[src/rtl/mem_access_master_if.sv]
// Core request/response and memory-pin bundle for mem_access_master.
// The master modport is the sequencer's view; slave is the core + memory side.
interface mem_access_master_if #(
  parameter int DATA_WIDTH = 32
);
  logic                  req_valid_i;
  logic                  req_ready_o;
  logic                  req_write_i;
  logic [1:0]            req_size_i;
  logic                  req_unsigned_i;
  logic [DATA_WIDTH-1:0] req_addr_i;
  logic [DATA_WIDTH-1:0] req_wdata_i;
  logic                  rsp_valid_o;
  logic [DATA_WIDTH-1:0] rsp_rdata_o;
  logic                  rsp_error_o;
  logic                  mem_write_enable_o;
  logic [DATA_WIDTH-1:0] mem_address_o;
  logic [DATA_WIDTH-1:0] mem_write_data_o;
  logic [DATA_WIDTH-1:0] mem_read_data_i;

  modport master (
    input  req_valid_i, req_write_i, req_size_i, req_unsigned_i,
    input  req_addr_i, req_wdata_i, mem_read_data_i,
    output req_ready_o, rsp_valid_o, rsp_rdata_o, rsp_error_o,
    output mem_write_enable_o, mem_address_o, mem_write_data_o
  );

  modport slave (
    output req_valid_i, req_write_i, req_size_i, req_unsigned_i,
    output req_addr_i, req_wdata_i, mem_read_data_i,
    input  req_ready_o, rsp_valid_o, rsp_rdata_o, rsp_error_o,
    input  mem_write_enable_o, mem_address_o, mem_write_data_o
  );
endinterface

[src/rtl/mem_access_master.sv]
// Load/store sequencer: word-aligned memory cycles, sub-word RMW stores, load extension.
// Define MEM_ACCESS_MASTER_RMW_EN to enable sub-word stores; otherwise they are rejected.
module mem_access_master #(
  parameter int                    DATA_WIDTH = 32,
  parameter logic [DATA_WIDTH-1:0] ROM_LIMIT  = 32'h1000_0000
) (
  input  logic                 clk,
  input  logic                 reset,
  mem_access_master_if.master  bus
);

  localparam logic [1:0] SZ_BYTE = 2'b00;
  localparam logic [1:0] SZ_HALF = 2'b01;
  localparam logic [1:0] SZ_WORD = 2'b10;

  typedef enum logic [1:0] {IDLE, READ, WRITE, RESP} state_t;

  state_t                state, state_nx;
  logic                  accept, reject;
  logic                  write_p0, uns_p0, err_p0;
  logic [1:0]            size_p0;
  logic [DATA_WIDTH-1:0] addr_p0, wdata_p0;
  logic [DATA_WIDTH-1:0] word_p1;
  logic [DATA_WIDTH-1:0] wr_word;

  function automatic logic [DATA_WIDTH-1:0] load_extend(
    input logic [DATA_WIDTH-1:0] word,
    input logic [1:0]            size,
    input logic [1:0]            lane,
    input logic                  uns
  );
    logic signed [7:0]            sb;
    logic signed [15:0]           sh;
    logic signed [DATA_WIDTH-1:0] res;
    sb = word[{lane, 3'b000} +: 8];
    sh = word[{lane[1], 4'b0000} +: 16];
    case (size)
      SZ_BYTE: if (uns) res = {{(DATA_WIDTH-8){1'b0}}, sb};
               else     res = sb;
      SZ_HALF: if (uns) res = {{(DATA_WIDTH-16){1'b0}}, sh};
               else     res = sh;
      default: res = word;
    endcase
    return res;
  endfunction

`ifdef MEM_ACCESS_MASTER_RMW_EN
  function automatic logic [DATA_WIDTH-1:0] store_merge(
    input logic [DATA_WIDTH-1:0] word,
    input logic [DATA_WIDTH-1:0] wdata,
    input logic [1:0]            size,
    input logic [1:0]            lane
  );
    logic [DATA_WIDTH-1:0] res;
    res = word;
    if (size == SZ_BYTE) res[{lane, 3'b000} +: 8]     = wdata[7:0];
    else                 res[{lane[1], 4'b0000} +: 16] = wdata[15:0];
    return res;
  endfunction

  assign wr_word = (size_p0 == SZ_WORD) ? wdata_p0
                 : store_merge(word_p1, wdata_p0, size_p0, addr_p0[1:0]);
`else
  assign wr_word = wdata_p0;
`endif

  assign accept = bus.req_valid_i && (state == IDLE);

  always_comb begin
    reject = (bus.req_size_i == 2'b11)
          || (bus.req_size_i == SZ_HALF && bus.req_addr_i[0])
          || (bus.req_size_i == SZ_WORD && bus.req_addr_i[1:0] != 2'b00)
          || (bus.req_write_i && bus.req_addr_i < ROM_LIMIT);
`ifndef MEM_ACCESS_MASTER_RMW_EN
    if (bus.req_write_i && bus.req_size_i != SZ_WORD) reject = 1'b1;
`endif
  end

  always_ff @(posedge clk or posedge reset) begin
    if (reset) state <= IDLE;
    else       state <= state_nx;
  end

  // p0: request latched at acceptance; p1: memory word captured in READ
  always_ff @(posedge clk) begin
    if (accept) begin
      write_p0 <= bus.req_write_i;
      size_p0  <= bus.req_size_i;
      uns_p0   <= bus.req_unsigned_i;
      addr_p0  <= bus.req_addr_i;
      wdata_p0 <= bus.req_wdata_i;
      err_p0   <= reject;
    end
    if (state == READ) word_p1 <= bus.mem_read_data_i;
  end

  always_comb begin
    state_nx               = state;
    bus.req_ready_o        = 1'b0;
    bus.rsp_valid_o        = 1'b0;
    bus.rsp_error_o        = 1'b0;
    bus.rsp_rdata_o        = '0;
    bus.mem_write_enable_o = 1'b0;
    bus.mem_address_o      = {addr_p0[DATA_WIDTH-1:2], 2'b00};
    bus.mem_write_data_o   = '0;
    unique case (state)
      IDLE: begin
        bus.req_ready_o   = 1'b1;
        bus.mem_address_o = '0;
        if (accept) begin
          if (reject)                                             state_nx = RESP;
          else if (bus.req_write_i && bus.req_size_i == SZ_WORD)  state_nx = WRITE;
          else                                                    state_nx = READ;
        end
      end
      READ: begin
`ifdef MEM_ACCESS_MASTER_RMW_EN
        state_nx = write_p0 ? WRITE : RESP;
`else
        state_nx = RESP;
`endif
      end
      WRITE: begin
        bus.mem_write_enable_o = 1'b1;
        bus.mem_write_data_o   = wr_word;
        state_nx               = RESP;
      end
      RESP: begin
        bus.rsp_valid_o = 1'b1;
        bus.rsp_error_o = err_p0;
        if (!err_p0 && !write_p0)
          bus.rsp_rdata_o = load_extend(word_p1, size_p0, addr_p0[1:0], uns_p0);
        state_nx = IDLE;
      end
      default: state_nx = IDLE;
    endcase
  end

endmodule

[src/flat_wrapper.sv]
// flat-port wrapper written by rule: the top's interface ports become plain ports
module mem_access_master_flat 
#(
  parameter int                    DATA_WIDTH = 32,
  parameter logic [DATA_WIDTH-1:0] ROM_LIMIT  = 32'h1000_0000
)
  (clk, reset, bus_req_valid_i, bus_req_write_i, bus_req_size_i, bus_req_unsigned_i, bus_req_addr_i, bus_req_wdata_i, bus_mem_read_data_i, bus_req_ready_o, bus_rsp_valid_o, bus_rsp_rdata_o, bus_rsp_error_o, bus_mem_write_enable_o, bus_mem_address_o, bus_mem_write_data_o);
  mem_access_master_if #(.DATA_WIDTH(DATA_WIDTH)) bus_i ();
  input  logic clk;
  input  logic reset;
  input wire logic [$bits(bus_i.req_valid_i)-1:0] bus_req_valid_i;
  input wire logic [$bits(bus_i.req_write_i)-1:0] bus_req_write_i;
  input wire logic [$bits(bus_i.req_size_i)-1:0] bus_req_size_i;
  input wire logic [$bits(bus_i.req_unsigned_i)-1:0] bus_req_unsigned_i;
  input wire logic [$bits(bus_i.req_addr_i)-1:0] bus_req_addr_i;
  input wire logic [$bits(bus_i.req_wdata_i)-1:0] bus_req_wdata_i;
  input wire logic [$bits(bus_i.mem_read_data_i)-1:0] bus_mem_read_data_i;
  output wire logic [$bits(bus_i.req_ready_o)-1:0] bus_req_ready_o;
  output wire logic [$bits(bus_i.rsp_valid_o)-1:0] bus_rsp_valid_o;
  output wire logic [$bits(bus_i.rsp_rdata_o)-1:0] bus_rsp_rdata_o;
  output wire logic [$bits(bus_i.rsp_error_o)-1:0] bus_rsp_error_o;
  output wire logic [$bits(bus_i.mem_write_enable_o)-1:0] bus_mem_write_enable_o;
  output wire logic [$bits(bus_i.mem_address_o)-1:0] bus_mem_address_o;
  output wire logic [$bits(bus_i.mem_write_data_o)-1:0] bus_mem_write_data_o;
  assign bus_i.req_valid_i = bus_req_valid_i;
  assign bus_i.req_write_i = bus_req_write_i;
  assign bus_i.req_size_i = bus_req_size_i;
  assign bus_i.req_unsigned_i = bus_req_unsigned_i;
  assign bus_i.req_addr_i = bus_req_addr_i;
  assign bus_i.req_wdata_i = bus_req_wdata_i;
  assign bus_i.mem_read_data_i = bus_mem_read_data_i;
  assign bus_req_ready_o = bus_i.req_ready_o;
  assign bus_rsp_valid_o = bus_i.rsp_valid_o;
  assign bus_rsp_rdata_o = bus_i.rsp_rdata_o;
  assign bus_rsp_error_o = bus_i.rsp_error_o;
  assign bus_mem_write_enable_o = bus_i.mem_write_enable_o;
  assign bus_mem_address_o = bus_i.mem_address_o;
  assign bus_mem_write_data_o = bus_i.mem_write_data_o;
  mem_access_master #(.DATA_WIDTH(DATA_WIDTH), .ROM_LIMIT(ROM_LIMIT)) u_core (.clk(clk), .reset(reset), .bus(bus_i));
endmodule
[config.mk]
export PLATFORM = sky130hd
export DESIGN_NAME = mem_access_master_flat
export DESIGN_NICKNAME = d
export VERILOG_FILES = /design/src/rtl/mem_access_master_if.sv /design/src/rtl/mem_access_master.sv /design/src/flat_wrapper.sv
export SDC_FILE = /design/constraint.sdc
export NUM_CORES = 1
export LEC_CHECK = 0
export BUFFER_PORTS_ARGS = -buffer_cell sky130_fd_sc_hd__buf_2
export CELL_PAD_IN_SITES_DETAIL_PLACEMENT = 0
export CELL_PAD_IN_SITES_GLOBAL_PLACEMENT = 1
export CORE_MARGIN = 2
export CORE_UTILIZATION = 36
export CTS_CLUSTER_DIAMETER = 50
export CTS_CLUSTER_SIZE = 10
export DETAILED_ROUTE_END_ITERATION = 10
export GPL_ROUTABILITY_DRIVEN = 1
export HOLD_SLACK_MARGIN = 0.02
export PLACE_DENSITY = 0.82
export REMOVE_ABC_BUFFERS = 1
export SLEW_MARGIN = 40
export SYNTH_ARGS = -nofsm -noshare
export SYNTH_HDL_FRONTEND = slang
export SYNTH_SLANG_ARGS = --single-unit
[constraint.sdc]
create_clock -name clk -period 3.4 [get_ports clk]
set_input_delay 0.68 -clock clk [delete_from_list [all_inputs] [get_ports clk]]
set_output_delay 0.68 -clock clk [all_outputs]
set_load 0.01 [all_outputs]
* Word-level counts from Yosys, hierarchy flattened
Cells that the tools add are included.
Word-level totals: output and inout bits 100, register bits after elaboration 103, bits of input ports 103, logic and storage cells 52
Operators by class: mux-type cells 16, reductions and logical operators 16, order comparisons 1, eq/ne operators 9, shifts and indexed selects 2
Operators with widths (number):
- $mux W32 | 6
- $pmux W32 S2 | 1
- $lt A32 B29 Y1 const B | 1
- $shiftx A32 B6 Y16 | 1
- $shiftx A32 B6 Y8 | 1
- $eq A2 B2 Y1 const B | 4
- $logic_and A1 B1 Y1 | 7
- $eq A2 B1 Y1 const B | 3
- $mux W2 | 3
- $pmux W2 S3 | 1
- $mux W1 | 5
- $logic_not A2 Y1 | 2
- $logic_or A1 B1 Y1 | 3
- $logic_not A1 Y1 | 2
- $ne A2 B1 Y1 const B | 1
- $ne A2 B2 Y1 const B | 1
- $reduce_bool A2 Y1 | 1
- $reduce_or A2 Y1 | 1

* Longest topological paths before layout
Gate-level depths: netlist of run 1.
word-level depth 9, depth in mapped cells 7, mapped depth without buffers 5

* Least setup slack after synthesis of run 1
No wires, ideal clock.
path kind flip-flop to flip-flop, start point register u_core.state[0], end point register u_core.addr_p0[0], enable pin, path buffers 1, library setup time 0.434 ns, data required time 2.966 ns, clock period less this slack 3.154 ns, data arrival time 2.720 ns, slack 0.246 ns, cell stages (with the launch flop) 5, path through dfrtp_1 inv_1 ha_1 clkbuf_1 and2_1
Between the ends: word-level cells in the longest chain between the ends 2
RTL lines:
- start, declared | line mem_access_master.sv:18 | state_t state, state_nx;
- start signal, assigned | line mem_access_master.sv:81 | else state <= state_nx;
- $logic_not A2 Y1 | line mem_access_master.sv:67 | assign accept = bus.req_valid_i && (state == IDLE);
- $logic_and A1 B1 Y1 | line mem_access_master.sv:67
- net u_core.accept | line mem_access_master.sv:19 | logic accept, reject;
- end signal, assigned | line mem_access_master.sv:90 | addr_p0 <= bus.req_addr_i;
- end, declared | line mem_access_master.sv:22 | logic [DATA_WIDTH-1:0] addr_p0, wdata_p0;
The timed path passes the listed nets, and every way through them passes these cells. A chain may end at the register's enable or synchronous reset.

* Worst setup path after layout of run 1
start point register u_core.size_p0[0], end point output port bus_rsp_rdata_o[11]
Between the ends: word-level cells in the longest chain between the ends 4, elaborated cells between the ends (all ways) 5, classes of those cells eq/ne (1); mux (3); reduce/logical (1)
RTL lines:
- start, declared | line mem_access_master.sv:21 | logic [1:0] size_p0;
- start signal, assigned | line mem_access_master.sv:88 | size_p0 <= bus.req_size_i;
- $eq A2 B1 Y1 or $logic_not A2 Y1 (tied branches) | line mem_access_master.sv:37 | case (size)
- $pmux W32 S2 (*) | line mem_access_master.sv:37
- $mux W32 (*) | line mem_access_master.sv:131 | if (!err_p0 && !write_p0)
- $mux W32 (*) | line mem_access_master.sv:106 | unique case (state)
- end, declared | line flat_wrapper.sv:20 | output wire logic [$bits(bus_i.rsp_rdata_o)-1:0] bus_rsp_rdata_o;
Mark *: on every way between the ends. The rest lies on a longest branch, timed or not.

==> results of run 1 <==
==> cell families (layout without fill, tap and decap cells) <==
group           count (synthesis)  in the layout
fa+ha+maj                       4              4
flops                         103            103
mux                             9              9
compound gates                 34             34
simple gates                  136            136
buf+inv                        33            237
other cells                     1              2
==> Yosys cell counts (all sizes together), types with 3 or more instances <==
cell type / number
ha: 4
o21ai: 12
and2: 34
inv: 14
buf: 11
nand2: 48
nor2: 11
clkbuf: 8
nor2b: 30
a21oi: 3
nor3: 4
edfxtp: 101
a222oi: 7
a221oi: 8
mux2: 7
==> registers in the layout, summed over array words and instances, names as in the netlist <==
signal           cells
u_core.state         2
u_core.size_p0       2
u_core.wdata_p0     32
u_core.addr_p0      32
u_core.err_p0        1
u_core.write_p0      1
u_core.word_p1      32
u_core.uns_p0        1
==> routing by layer <==
layer	part of all wire (%)	vias up
met5	0.12	-
met1	39	1462
met4	1.6	2
li1	-	1541
met3	11	14
met2	49	150
==> layout make-up <==
class | count | share of cell area, %
Clock inverter | 7 | 1.82
Inverter | 14 | 0.889
Sequential cell | 103 | 52.2
Timing Repair Buffer | 207 | 18.0
Clock buffer | 9 | 3.81
Multi-Input combinational cell | 185 | 20.2
Tap cell | 147 | 3.11
==> final timing paths <==
check                           slack (ps)  cells past startpoint                        start                             to
worst min register to register         670                      2  u_core.state[0]$_DFFE_PP0P_    u_core.state[0]$_DFFE_PP0P_
max in group asynchronous             3120                      2                        reset    u_core.state[0]$_DFFE_PP0P_
worst max register to register        1170                      4  u_core.state[0]$_DFFE_PP0P_  u_core.wdata_p0[25]$_DFFE_PP_
min in group clk                       490                      1            bus_req_addr_i[2]    u_core.addr_p0[2]$_DFFE_PP_
worst min-delay path                   170                      2                        reset    u_core.state[1]$_DFFE_PP0P_
worst max-delay path                   440                      5  u_core.size_p0[0]$_DFFE_PP_            bus_rsp_rdata_o[11]
==> power groups by stage <==
stage	combinational, mW	clock [mW]	sequential, mW
2_1_floorplan	0.755	0	1.87
3_3_place_gp	1.31	0	1.88
3_5_place_dp	1.33	0	1.89
4_1_cts	1.33	1.13	1.86
5_1_grt	1.46	1.17	1.89
6_report	1.31	1.10	1.86
==> through the flow <==
stage	hold slack (ps)	instance area (um2)
after floorplan	421	4320
after global placement	534	5570
after global routing	159	5910
after detailed placement	536	5570
after CTS	152	5910
final	169	5910
==> reports/metrics.csv, run 1 <==
stage,metric,value,unit
status,status,completed,
power,p_comb_share,30.6,%
cts,cts-buffers-inserted,9,
setup_path,slowest_stage,edfxtp_1,
floorplanning,fp.dieW,115,um
layout,multi_input_area,1190,um2
timing,slew_headroom,49.5,%
cts,tritoncts,yes,
layout,final_common_cell,buf_2,
logic_synthesis,yosysSeqAreaShare,69.7,%
setup_path,path_max_fanout,11,
placed_design,io_buffers,200,
setup_path,end_kind,primary output,
timing,fin_crit,2960,ps
floorplanning,rows,40,
grt,grt_busiest_layer,met2,
grt,overflow,0,
floorplanning,core,12000,um2
timing,setup_viol,0,
layout,seq_area,3080,um2
setup_path,cpPeakStageDelay,580,ps
worst_hold_path,hp-class,in2async,
timing,rsz0062_at_grt,no,
cts,cts.repair_timing.setup_buffer_count,0,
placed_design,hpwl,7710,um
power,p_int,2.86,mW
cts,clk_path_buf_depth,2,
timing,worstMarginPinSlew,758,ps
layout,postLayoutCoreUtil,49.2,%
grt,gr-usage-met3,7.85,%
logic_synthesis,yosysWarningCount,0,
layout,n_fill_cell,1068,
timing,setup_slack,443,ps
logic_synthesis,synth_top_family_by_area,simple AND/OR/NAND/NOR gates,
power,max-vdd-ir-drop,441,uV
logic_synthesis,synth_compound_area_share,7.13,%
floorplanning,io_pins,203,
logic_synthesis,synth-seq-cells,103,
grt,grt_pass1_wl,16100,um
route,wl_per_cell,15.7,um
cts,post_cts_resized,0,
floorplanning,die-area,13200,um2
timing,finalHoldViolations,0,
logic_synthesis,syn_inst,320,
route,drt_iter0_drc,184,
grt,gr-usage-met1,18.0,%
logic_synthesis,ys_types,41,
setup_path,worstPathArrival,2280,ps
route,first_pass_iters,5,
power,switching_share,33.1,%
logic_synthesis,syn_area_per_cell,13.8,um2
power,p_seq_share,43.6,%
layout,final_nets,627,
logic_synthesis,yosysTopAreaCellShare,68.6,%
logic_synthesis,synthAdderAreaFrac,1.13,%
logic_synthesis,synthMuxAreaShare,2.32,%
layout,antenna_cells,0,
cts,cts_hold_buffers,0,
timing,fin_crit_sh,87.0,%
route,drt-total-wl,10600,um
layout,layout_common_cells,"buf_2, edfxtp_1, nand2_1",
grt,grt.total_usage,16.4,%
power,clkPwrFrac,25.8,%
logic_synthesis,mappedNetlistArea,4420,um2
logic_synthesis,synth_area_leaders,"edfxtp_1, and2_1, nor2b_1",
route,vias,3169,
timing,drv_slew,0,
cts,clk_pin_slew,70,ps
setup_path,crit_chain,or3_1 -> o22ai_4 -> a21oi_4 -> a221oi_2 -> buf_2,
placed_design,dp.cells,656,
grt,grt_use_met2,27.7,%
grt,antenna_found_initial,1,
cts,cts-root-buf,clkbuf_16,
power,total_power,4.27,mW
job,maxCapViolations,0,
route,remaining_drc_errors,0,
setup_path,worst_path_dominant_cell_family,compound AO/OA/AOI/OAI gates,
placed_design,gp_routability_congestion,0.738,
floorplanning,die_y,115,um
setup_path,cp.required,2720,ps
layout,drive_above_1_share,46.9,%
power,p_per_area,722,nW/um2
logic_synthesis,synth_edf_count,101,
grt,grt_max_degree,46,
placed_design,pre_cts_slack,802,ps
timing,fin_skew,9.00,ps
logic_synthesis,ys_async_sr_fraction,1.94,%
cts,clk_latency,360,ps
floorplanning,start_util,36.8,%
timing,setup-tns-final,0,ps
layout,syn2layout_area_growth,33.7,%
setup_path,path_buf_inv,1,
power,switchingPower,1.41,mW
timing,max_freq,338,MHz
logic_synthesis,synth-xor-area-share,0,%
grt,grt_pass1_vias,3206,
power,p_leak,2.65,nW
route,drtAntennaViolNets,0,
layout,fin_cells,672,
logic_synthesis,synthSimpleGateAreaFrac,16.1,%
setup_path,critPathKind,reg2out,
cts,cts.htree.levels,3,
logic_synthesis,synthFlopType,edfxtp_1,
route,vias_per_cell,4.72,
logic_synthesis,synth_top_cell_by_area,edfxtp_1,
cts,clkSinkCount,103,
setup_path,cp-start-kind,flip-flop,
Note: power is estimated with default switching activity, not from simulation.
==> inputs of run 2 (changes only) <==
--- a/config.mk
+++ b/config.mk
@@ -8,6 +8,7 @@
 export BUFFER_PORTS_ARGS = -buffer_cell sky130_fd_sc_hd__buf_2
 export CELL_PAD_IN_SITES_DETAIL_PLACEMENT = 0
 export CELL_PAD_IN_SITES_GLOBAL_PLACEMENT = 1
+export CORE_ASPECT_RATIO = 1.4
 export CORE_MARGIN = 2
 export CORE_UTILIZATION = 36
 export CTS_CLUSTER_DIAMETER = 50
==> run 2 against run 1 <==
Design area shrank 0.72%. First-iteration DRC count down 53%. Count of clock-buffer cells in the layout is the same. Setup slack worse by 160 ps. Final cell count up 0.15%. Via count is 0.66% higher. Wire length increased by 0.60%. Hold slack improved by 21 ps. Critical endpoint is now bus_rsp_rdata_o[30]. Largest power group unchanged.
==> reports/metrics.csv, run 2 (synthesis results as in run 1) <==
stage,metric,value,unit
grt,antenna_found_initial,1,
route,remaining_drc_errors,0,
layout,n_fill_cell,1105,
setup_path,r2r.worst_path.cells,5,
timing,worstMarginPinSlew,757,ps
cts,cts_hold_buffers,0,
timing,timing.hold.ws,190,ps
status,status,completed,
floorplanning,die-area,13200,um2
timing,setup_viol,0,
route,vias,3190,
power,clkPwrFrac,23.9,%
route,drt_iter0_drc,86,
power,p_seq_share,45.1,%
grt,grt.total_usage,16.2,%
power,max-vdd-ir-drop,388,uV
grt,grt_max_degree,54,
power,p_per_area,706,nW/um2
timing,setup-tns-final,0,ps
setup_path,path_max_fanout,16,
floorplanning,io_pins,203,
placed_design,hpwl,8070,um
floorplanning,start_util,37.2,%
placed_design,dp.cells,656,
floorplanning,die_y,135,um
floorplanning,core,11900,um2
layout,postLayoutCoreUtil,49.4,%
layout,final_nets,627,
layout,reg_top3,"u_core.addr_p0: 32 flops, u_core.wdata_p0: 32 flops, u_core.word_p1: 32 flops",
floorplanning,rows,47,
placed_design,gp_routability_congestion,0.791,
cts,clkSinkCount,103,
placed_design,io_buffers,200,
job,maxCapViolations,0,
route,vias_per_cell,4.74,
cts,cts.htree.levels,3,
grt,overflow,0,
timing,drv_slew,0,
timing,setup_slack,283,ps
cts,clk_pin_slew,70,ps
route,wl_per_cell,15.8,um
cts,cts.repair_timing.setup_buffer_count,0,
layout,drive_above_1_share,46.9,%
setup_path,worstPathArrival,2440,ps
power,p_leak,2.63,nW
cts,cts-root-buf,clkbuf_16,
layout,final_common_cell,buf_2,
timing,fin_crit,3120,ps
setup_path,cp-start-kind,flip-flop,
floorplanning,fp.dieW,97.7,um
route,drt-total-wl,10600,um
setup_path,critPathKind,reg2out,
power,p_int,2.77,mW
route,first_pass_iters,7,
power,total_power,4.14,mW
power,switching_share,33.2,%
placed_design,place_area,5570,um2
timing,slew_headroom,49.5,%
setup_path,end_kind,primary output,
power,switchingPower,1.38,mW
cts,clk_path_buf_depth,2,
timing,rsz0062_at_grt,no,
cts,cts-buffers-inserted,9,
grt,grt_pass1_vias,3307,
power,p_comb_share,31.0,%
placed_design,pre_cts_slack,568,ps
setup_path,cp.required,2720,ps
layout,layout_common_cells,"buf_2, edfxtp_1, nand2_1",
cts,post_cts_resized,0,
cts,tritoncts,yes,
timing,finalHoldViolations,0,
layout,fin_cells,673,
cts,clk_latency,350,ps
timing,fin_skew,10.5,ps
worst_hold_path,hp-class,in2async,
grt,grt_pass1_wl,16700,um
timing,max_freq,321,MHz
layout,syn2layout_area_growth,32.7,%
route,drtAntennaViolNets,0,
timing,fin_crit_sh,91.7,%
layout,design_area,5870,um2
-- run 2: cell count changes in the layout (fill, tap and decap cells not counted) --
cell	delta
bufinv_16	-1
diode_2	+1
clkinv_2	+1
inv_8	+1
clkinv_8	-3
clkinv_4	+2
-- run 2: worst max-delay path: stages, from the launching register on --
cell and delay [ps]:
edfxtp_1 640, mux2i_1 360, o22ai_4 150, o21ai_2 630, nand2_1 140, buf_2 170
-- run 2: final timing paths --
| check | start | to | slack, ps |
|---|---|---|---|
| setup / recovery | u_core.addr_p0[1]$_DFFE_PP_ | bus_rsp_rdata_o[30] | 280 |
| hold / removal | reset | u_core.state[1]$_DFFE_PP0P_ | 190 |
| setup reg to reg | u_core.state[0]$_DFFE_PP0P_ | u_core.wdata_p0[5]$_DFFE_PP_ | 1250 |
| hold reg to reg | u_core.state[0]$_DFFE_PP0P_ | u_core.state[0]$_DFFE_PP0P_ | 660 |
| max in group asynchronous | reset | u_core.state[0]$_DFFE_PP0P_ | 3090 |
| min in group clk | bus_req_addr_i[23] | u_core.addr_p0[23]$_DFFE_PP_ | 500 |
-- run 2: routing by layer --
layer | vias to the layer above | track usage [%] | part of all wire [%] | routed length [um]
li1 | 1536 | - | - | -
met1 | 1471 | 18.0 | 36 | 3820
met2 | 170 | 28.3 | 52 | 5510
met3 | 13 | 6.83 | 11 | 1150
met4 | 0 | 5.09 | 1.5 | 161
met5 | - | 0 | 0 | 0
-- run 2: power by group through the flow --
stage / combinational, mW / sequential (mW) / clock [mW]
floorplan: 0.755 / 1.87 / 0
global placement: 1.29 / 1.89 / 0
detailed placement: 1.31 / 1.90 / 0
CTS: 1.32 / 1.87 / 1.02
global route: 1.43 / 1.90 / 1.07
finish: 1.29 / 1.87 / 0.990
-- run 2: final cells by class --
type | instances | area [um2] | share of cell area [%]
antenna | 1 | 2.50 | 0.0427
clock buffer | 9 | 225 | 3.84
clock inverter | 7 | 62.6 | 1.07
inverter | 14 | 52.6 | 0.896
multi-input combinational | 185 | 1190 | 20.3
sequential | 103 | 3080 | 52.5
tap | 147 | 184 | 3.13
timing repair buffer | 207 | 1070 | 18.2
